===== src/rtl/add_shr_arbiter.sv =====
// add_shr_arbiter: round-robin owner selection for one shared add unit and one
// shared shr unit. A requester keeps ownership for as long as it holds req.
// The grant is registered. The owner's operands are muxed onto the shared units,
// and the unit results are broadcast back to every requester.
module add_shr_arbiter #(
    parameter int N        = 4,
    parameter int MAX_HOLD = 200
) (
    input  logic            clk,
    input  logic            reset,
    input  logic [N-1:0]    req,
    input  logic [16*N-1:0] add_a_bus,
    input  logic [16*N-1:0] add_b_bus,
    input  logic [16*N-1:0] shr_a_bus,
    input  logic [16*N-1:0] shr_b_bus,
    output logic [N-1:0]    grant,
    output logic [15:0]     add_a,
    output logic [15:0]     add_b,
    output logic [15:0]     shr_a,
    output logic [15:0]     shr_b,
    input  logic [15:0]     add_in,
    input  logic [15:0]     shr_in,
    output logic [15:0]     add_out,
    output logic [15:0]     shr_out,
    output logic            busy,
    output logic            hold_err
);

    localparam int IDX_W = $clog2(N);
    localparam int CNT_W = $clog2(MAX_HOLD + 2);
    localparam logic [CNT_W-1:0] HOLD_LIMIT = CNT_W'(MAX_HOLD + 1);
    localparam logic [IDX_W-1:0] LAST_INIT  = IDX_W'(N - 1);
    localparam logic [N-1:0]     GRANT_LSB  = {{(N-1){1'b0}}, 1'b1};

    typedef enum logic [0:0] {
        ST_IDLE  = 1'b0,
        ST_OWNED = 1'b1
    } state_t;

    // First set request bit scanning base+1, base+2, ... modulo N.
    function automatic logic [IDX_W-1:0] rr_pick(input logic [N-1:0]     r,
                                                 input logic [IDX_W-1:0] base);
        logic [IDX_W-1:0] pick;
        logic             found;
        int               idx;
        pick  = {IDX_W{1'b0}};
        found = 1'b0;
        for (int k = 1; k <= N; k++) begin
            idx   = (int'(base) + k) % N;
            pick  = (!found && r[idx]) ? IDX_W'(idx) : pick;
            found = found | r[idx];
        end
        return pick;
    endfunction

    // Index of the set bit in a one-hot vector (zero when the vector is empty).
    function automatic logic [IDX_W-1:0] onehot_index(input logic [N-1:0] g);
        logic [IDX_W-1:0] idx;
        idx = {IDX_W{1'b0}};
        for (int i = 0; i < N; i++) begin
            idx = idx | (IDX_W'(i) & {IDX_W{g[i]}});
        end
        return idx;
    endfunction

    state_t           state_r, state_s;
    logic [N-1:0]     grant_r, grant_s;
    logic [IDX_W-1:0] last_r, last_s;
    logic [IDX_W-1:0] owner_s;
    logic [CNT_W-1:0] hold_cnt_r, hold_cnt_s;
    logic             hold_err_r, hold_err_s;
    logic             busy_r;
    logic [15:0]      add_a_s, add_b_s, shr_a_s, shr_b_s;

    assign owner_s = onehot_index(grant_r);

    // Next grant / state / last-owner pointer; handoff happens on the release edge.
    always_comb begin
        state_s = state_r;
        grant_s = grant_r;
        last_s  = last_r;
        case (state_r)
            ST_IDLE: begin
                if (|req) begin
                    grant_s = GRANT_LSB << rr_pick(req, last_r);
                    state_s = ST_OWNED;
                end else begin
                    grant_s = {N{1'b0}};
                    state_s = ST_IDLE;
                end
            end
            ST_OWNED: begin
                if (req[owner_s]) begin
                    grant_s = grant_r;
                end else begin
                    last_s = owner_s;
                    // The owner's req is low, so scanning from it naturally skips it.
                    if (|req) begin
                        grant_s = GRANT_LSB << rr_pick(req, owner_s);
                        state_s = ST_OWNED;
                    end else begin
                        grant_s = {N{1'b0}};
                        state_s = ST_IDLE;
                    end
                end
            end
            default: begin
                state_s = ST_IDLE;
                grant_s = {N{1'b0}};
            end
        endcase
    end

    // Ownership-length counter: restarts on any grant change and saturates past MAX_HOLD.
    always_comb begin
        hold_cnt_s = hold_cnt_r;
        if (grant_s != grant_r) begin
            hold_cnt_s = {CNT_W{1'b0}};
        end else if ((state_r == ST_OWNED) && (hold_cnt_r != HOLD_LIMIT)) begin
            hold_cnt_s = hold_cnt_r + CNT_W'(1);
        end else begin
            hold_cnt_s = hold_cnt_r;
        end
        hold_err_s = hold_err_r | (hold_cnt_s == HOLD_LIMIT);
    end

    // Arbitration state registers with synchronous reset.
    always_ff @(posedge clk) begin
        if (reset) begin
            state_r    <= ST_IDLE;
            grant_r    <= {N{1'b0}};
            last_r     <= LAST_INIT;
            hold_cnt_r <= {CNT_W{1'b0}};
            hold_err_r <= 1'b0;
            busy_r     <= 1'b0;
        end else begin
            state_r    <= state_s;
            grant_r    <= grant_s;
            last_r     <= last_s;
            hold_cnt_r <= hold_cnt_s;
            hold_err_r <= hold_err_s;
            busy_r     <= |grant_s;
        end
    end

    // AND-OR operand mux from the one-hot grant; all zero when nobody owns the units.
    always_comb begin
        add_a_s = 16'd0;
        add_b_s = 16'd0;
        shr_a_s = 16'd0;
        shr_b_s = 16'd0;
        for (int i = 0; i < N; i++) begin
            add_a_s = add_a_s | (add_a_bus[16*i +: 16] & {16{grant_r[i]}});
            add_b_s = add_b_s | (add_b_bus[16*i +: 16] & {16{grant_r[i]}});
            shr_a_s = shr_a_s | (shr_a_bus[16*i +: 16] & {16{grant_r[i]}});
            shr_b_s = shr_b_s | (shr_b_bus[16*i +: 16] & {16{grant_r[i]}});
        end
    end

    assign grant    = grant_r;
    assign busy     = busy_r;
    assign hold_err = hold_err_r;
    assign add_a    = add_a_s;
    assign add_b    = add_b_s;
    assign shr_a    = shr_a_s;
    assign shr_b    = shr_b_s;
    assign add_out  = add_in;
    assign shr_out  = shr_in;

endmodule

===== config.mk =====
export PLATFORM = sky130hd
export DESIGN_NAME = add_shr_arbiter
export DESIGN_NICKNAME = d
export VERILOG_FILES = /design/src/rtl/add_shr_arbiter.sv
export SDC_FILE = /design/constraint.sdc
export NUM_CORES = 1
export LEC_CHECK = 0
export BUFFER_PORTS_ARGS = -buffer_cell sky130_fd_sc_hd__buf_2
export CORE_AREA = 2 2 153 155
export DETAILED_ROUTE_END_ITERATION = 12
export DIE_AREA = 0 0 155 157
export PLACE_DENSITY_LB_ADDON = 0.3
export SYNTH_ARGS = -nofsm -noshare
export SYNTH_HDL_FRONTEND = slang
export SYNTH_SLANG_ARGS = --single-unit

===== constraint.sdc =====
create_clock -name clk -period 2.5 [get_ports clk]
set_input_delay 0 -clock clk [delete_from_list [all_inputs] [get_ports clk]]
set_output_delay 0 -clock clk [all_outputs]
set_load 0.05 [all_outputs]

======== Yosys cells after proc, flatten, opt, wreduce, memory -nomap -nowiden ========
Cells that the tools add are included.
operators by class
  reduce and logical (&&, ||, !) cells .... 24
  multiplexer cells ....................... 43
  $add $sub $neg .......................... 9
  $mul .................................... 0
  shifts and indexed selects .............. 2
  bitwise logic cells ..................... 45
  equal/unequal tests ..................... 3
  order comparisons ....................... 9
  divide/modulo/power cells ............... 0
operators with widths
  kind                   count
  $and A16 B16 Y16       16
  $or A16 B16 Y16        12
  $lt A3 B4 Y1 const B   8
  $mux W1                19
  $bmux W1 S2            9
  $mux W2                8
  $mux W8                2
  $reduce_or A2 Y1       8
  $mux W4                3
  $add A2 B1 Y2 const B  4
  $add A2 B2 Y2 const B  4
  $add A8 B1 Y8 const B  1
  $and A1 B1 Y1 const A  8
  $eq A8 B8 Y1 const B   1
  $ne A8 B8 Y1 const B   1
  $pmux W4 S2            1
  $reduce_or A4 Y1       2
  $shl A1 B2 Y4 const A  2
  $logic_and A1 B1 Y1    7
  $logic_not A1 Y1       6
  $or A1 B1 Y1           5
  $ne A4 B4 Y1           1
  $lt A2 B3 Y1 const B   1
  $not A1 Y1             2
  4 further kinds        4
word-level totals
  latch bits .............................. 0
  memory bits (read-only) ................. 0
  bits in writable memories ............... 0
  bits in registers ....................... 17
  logic and storage cells ................. 141
  memories kept ........................... 0

======== Longest topological paths before layout ========
  depth in word-level cells ............... 21
  mapped depth ............................ 10
  gate-level depth less buffers ........... 9

======== Worst setup path after synthesis ========
OpenSTA, ideal clock, no wires.
  path kind ............................... reg2reg
  from .................................... reg grant_r[3] (netlist: grant[3])
  to ...................................... reg hold_err_r (netlist: hold_err)
  cell stages (with the launch flop) ...... 10
  data arrival time ....................... 2.655 ns
  slack ................................... -0.244 ns
  required time ........................... 2.412 ns
  path through ............................ dfxtp_1 -> buf_6 -> or4b_4 -> a21boi_1 -> a211o_1 -> a21o_1 -> a311o_1 -> a32o_1 -> buf_6 -> o32ai_2
between the ends
  cells in the longest elaborated chain, start to end .. 18
  elaborated cells on any way between the ends .. 39
  those cells by class .................... add/sub: 4; eq/ne: 2; shift: 1; mux: 22; bitwise: 4; reduce/logical: 6
RTL lines
  what                                               line    source
  start: declaration                                 67      logic [N-1:0] grant_r, grant_s;
  start signal: assignment                           131     grant_r <= {N{1'b0}};
  start signal: assignment                           138     grant_r <= grant_s;
  $or A2 B2 Y2                                       61      idx = idx | (IDX_W'(i) & {IDX_W{g[i]}});
  $add A2 B1 Y2 or $add A2 B2 Y2 (tied branches)     49      idx = (int'(base) + k) % N;
  $bmux W1 S2                                        50, 51
  $mux W1 (implied by the code) (2 in series)        50, 51
  $logic_not A1 Y1 or $or A1 B1 Y1 (tied branches)   50, 51
  $logic_and A1 B1 Y1, or another cell as far along  50      pick = (!found && r[idx]) ? IDX_W'(idx) : pick;
  $mux W2, or another cell as far along              50
  $mux W2 or $logic_and A1 B1 Y1 (tied branches)     50
  $mux W2                                            50
  $shl A1 B2 Y4                                      99      grant_s = GRANT_LSB << rr_pick(req, owner_s);
  $mux W4                                            98      if (|req) begin
  $mux W4                                            93      if (req[owner_s]) begin
  $pmux W4 S2                                        82      case (state_r)
  $ne A4 B4 Y1 *                                     117     if (grant_s != grant_r) begin
  $mux W8 *                                          117
  $eq A8 B8 Y1 *                                     124     hold_err_s = hold_err_r | (hold_cnt_s == HOLD_LIMIT);
  $or A1 B1 Y1 *                                     124
  end signal: assignment                             141     hold_err_r <= hold_err_s;
  end: declaration                                   71      logic hold_err_r, hold_err_s;
Mark *: on every way between the ends. The rest lies on a longest branch, timed or not. The select of a mux whose other input is x is not followed.
A chain may end at the register's enable or synchronous reset.

======== Worst setup path in the final report ========
  from .................................... reg grant_r[2] (netlist: grant[2])
  to ...................................... reg hold_err_r (netlist: hold_err)
between the ends
  cells in the longest elaborated chain, start to end .. 19
  elaborated cells on any way between the ends .. 40
  those cells by class .................... add/sub: 4; eq/ne: 2; shift: 1; mux: 22; bitwise: 5; reduce/logical: 6
RTL lines
  what                                               line
  $or A1 B2 Y2                                       61
  $or A2 B2 Y2                                       61
  $add A2 B1 Y2 or $add A2 B2 Y2 (tied branches)     49
  $bmux W1 S2                                        50, 51
  $mux W1 (implied by the code) (2 in series)        50, 51
  $logic_not A1 Y1 or $or A1 B1 Y1 (tied branches)   50, 51
  $logic_and A1 B1 Y1, or another cell as far along  50
  $mux W2, or another cell as far along              50
  [... 2 more ...]                                   -
  $shl A1 B2 Y4                                      99
  $mux W4                                            98
  $mux W4                                            93
  $pmux W4 S2                                        82
  $ne A4 B4 Y1 *                                     117
  $mux W8 *                                          117
  $eq A8 B8 Y1 *                                     124
  $or A1 B1 Y1 *                                     124
Marked as above.

==> metrics <==
Fmax achieved 0.405 GHz; CP cell instances or4b_4 > a21boi_4 > a211o_1 > a21o_1 > a211o_1 > a32o_2 > o32ai_2; starting density of the core 13.3%; Post-DP Area 4810 µm²; Pwr Density 489 nW/µm²; fin cells 1026; max-cap violations 0; initial antenna violation count 3; Routability Congestion 0.823; Filler Cell Count 2548; critical path's largest stage delay 0.53 ns; nets 1037; Post-Syn Nets 748; Top cell by count, worst path a211o_1; CP top delay family compound AO/OA/AOI/OAI gates; asr flop ratio synth 0%; Core Box Area 22500 µm²; #FFs+latches synth 17; most instantiated library cell after synthesis a22oi_1; Final setup viols 0; Synthesis Warnings 0; Reg2Reg Setup Slack 0.03 ns; placed instance count 1020; # clock sinks 17; DRT iter0 DRCs 332; CP Launch Type flop; reg2reg end hold_err$_SDFF_PP0_; Critical path origin grant[2]$_SDFF_PP0_; Primary FF master, synth dfxtp_1; TritonCTS clock tree done; CP bufs+invs 0; Final Max Slew Viols 0; Pre-antenna DRT Iters 5; Final Cell Area 4940 µm²; fin util 21.9%; cells after synthesis 452; Tcrit/Tclk final 98.8%; Post-CTS Setup Inserts 0; worst hold path type input port to output pin; Vias/cell 4.58; IO Port Bufs 331; grt ovf 0; Row Count 55; area delta synth->final 65.2%; Yosys top cell area share 32.4%; clock skew 0.00347 ns; drt wl/cell 18.7 µm; Tmin final 2.47 ns; vias in the first global route 4241; Clock Tree Buf Depth 2; worst vdd rail ir drop 221 µV; CP Capture Type flop; hold_ws 0.0000171 ns; Post-synth EDFFs 0; IO Pins 396; Crit Reg-Reg Startpoint grant[2]$_SDFF_PP0_; final WL 19.2 mm; CTS Hold Bufs 0; Crit Path Class flop to flop; most area-consuming cells after synthesis a22oi_1 (32%), dfxtp_1 (11%), nand2_1 (11%); ANT nets after route 0; Worst EP required 2.67 ns; WP data arrival 2.64 ns; hpwl dp 16.0 mm; Slew headroom 51.6%; CTS Buf Count 3; Die Ht 157 µm; CP endpoint hold_err$_SDFF_PP0_; Syn Area/Cell 6.61 µm²; Synth cell types 53; DRC errors left 0; leak pwr 2.62 nW; Slew @ Worst Pin 0.726 ns; Worst path slowest cell or4b_4; aggregate global-route resource usage 14.0%; critical path depth in cells 7; Skew-Pair Late Insertion Delay 0.25 ns; RSZ-0062 raised after global routing true; outcome finished clean; Hold Vio Cnt, Final 0; largest net degree at the start of global routing 62; Die Wd 155 µm; clock-pin transition on the worst setup and hold timing paths 0.05 ns; via count 4698; first-pass GRT wire length 26.0 mm; post-synth top area cell a22oi_1; synth cell count leaders a22oi_1 (129), nand2_1 (86), buf_4 (32); layout cell share with drive strength beyond 1 51.2%; DIE AREA 24300 µm²; root buffer cell clkbuf_16; R2R cell count 7; crit-path max FO 5; post-synthesis cell area 2990 µm²; H-tree levels 1; Seq/Total Area, Yosys 11.4%
==> worst min-delay path by stage <==
| stage | end | start | cells past startpoint |
|---|---|---|---|
| 6_report | shr_out[2] | shr_in[2] | 0 |
| 2_1_floorplan | grant[3]$_SDFF_PP0_ | reset | 1 |
| 4_1_cts | add_out[3] | add_in[3] | 0 |
| 5_1_grt | add_out[1] | add_in[1] | 0 |
| 3_3_place_gp | add_out[3] | add_in[3] | 0 |
| 3_5_place_dp | add_out[3] | add_in[3] | 0 |
==> sequential cells by signal, summed over array words and instances (netlist names) <==
register	cells
grant	4
hold_cnt_r	8
last_r	2
hold_err	1
state_r	1
busy	1
==> where the power goes <==
part	internal, mW	leakage (nW)	switching (mW)	total (mW)
registers	0.288	0.141	0.0215	0.310
clock network	0.217	0.0414	0.113	0.330
logic	0.533	2.43	1.24	1.78
total	1.04	2.62	1.38	2.42
==> layer usage <==
metal | track usage, % | vias to the layer above | part of all wire (%)
met4 | 3.00 | 0 | 1.3
met3 | 1.71 | 32 | 6.3
li1 | - | 2263 | -
met1 | 18.6 | 2152 | 42
met5 | 0 | - | 0
met2 | 24.2 | 251 | 50
==> repair_timing <==
action                                  CTS  global route
gates resized for setup                   2             6
gates cloned                              0             1
hold endpoints to repair                  0             0
pin swaps                                 0             3
endpoints found under the setup margin    9             9
==> layout make-up <==
class	instances	area (µm²)	share of cell area [%]
multi-input cells	352	2250	45.5
clock buffers	3	75.1	1.52
well taps	285	357	7.22
clock inverters	1	6.26	0.127
repair buffers	357	1860	37.7
diodes	1	2.50	0.0507
flip-flops and latches	17	353	7.15
inverters	10	37.5	0.760
==> cells in the final DEF (no fill, tap or decap), drive strengths merged, types with 4 or more instances in the layout <==
master,count
buf,357
xor2,6
a21oi,15
o21ai,11
dfxtp,17
a31oi,4
nor2,18
inv,11
a22oi,129
nand2b,6
nand2,86
o211ai,4
nor3,11
xnor2,4
==> through the flow <==
stage | TNS (ns) | worst slack [ns] | power [mW]
finish | 0 | 0.0306 | 2.42
global route | -0.0325 | -0.0325 | 2.55
CTS | 0 | 0.0400 | 2.42
detailed placement | -0.248 | -0.0683 | 2.07
global placement | -0.0263 | -0.0215 | 2.08
floorplan | -0.0441 | -0.0441 | 1.62
==> worst reg2reg max path, delay by kind of cell (launching register included) <==
family	cells	cell delay, ns
AOI/OAI and AO/OA	6	1.52
DFF	1	0.34
and+or+nand+nor	1	0.53
==> kinds of logic after synthesis <==
| family | Yosys count | share of synthesized area, % |
|---|---|---|
| AO/OA/AOI/OAI | 194 | 47.7 |
| AND/OR/NAND/NOR | 144 | 21.7 |
| buffers and inverters | 84 | 15.1 |
| flip-flops | 17 | 11.4 |
| XOR/XNOR | 10 | 2.93 |
| adder cells (fa/ha/maj) | 2 | 0.837 |
| multiplexers | 1 | 0.335 |
(Power assumes the default switching activity.)
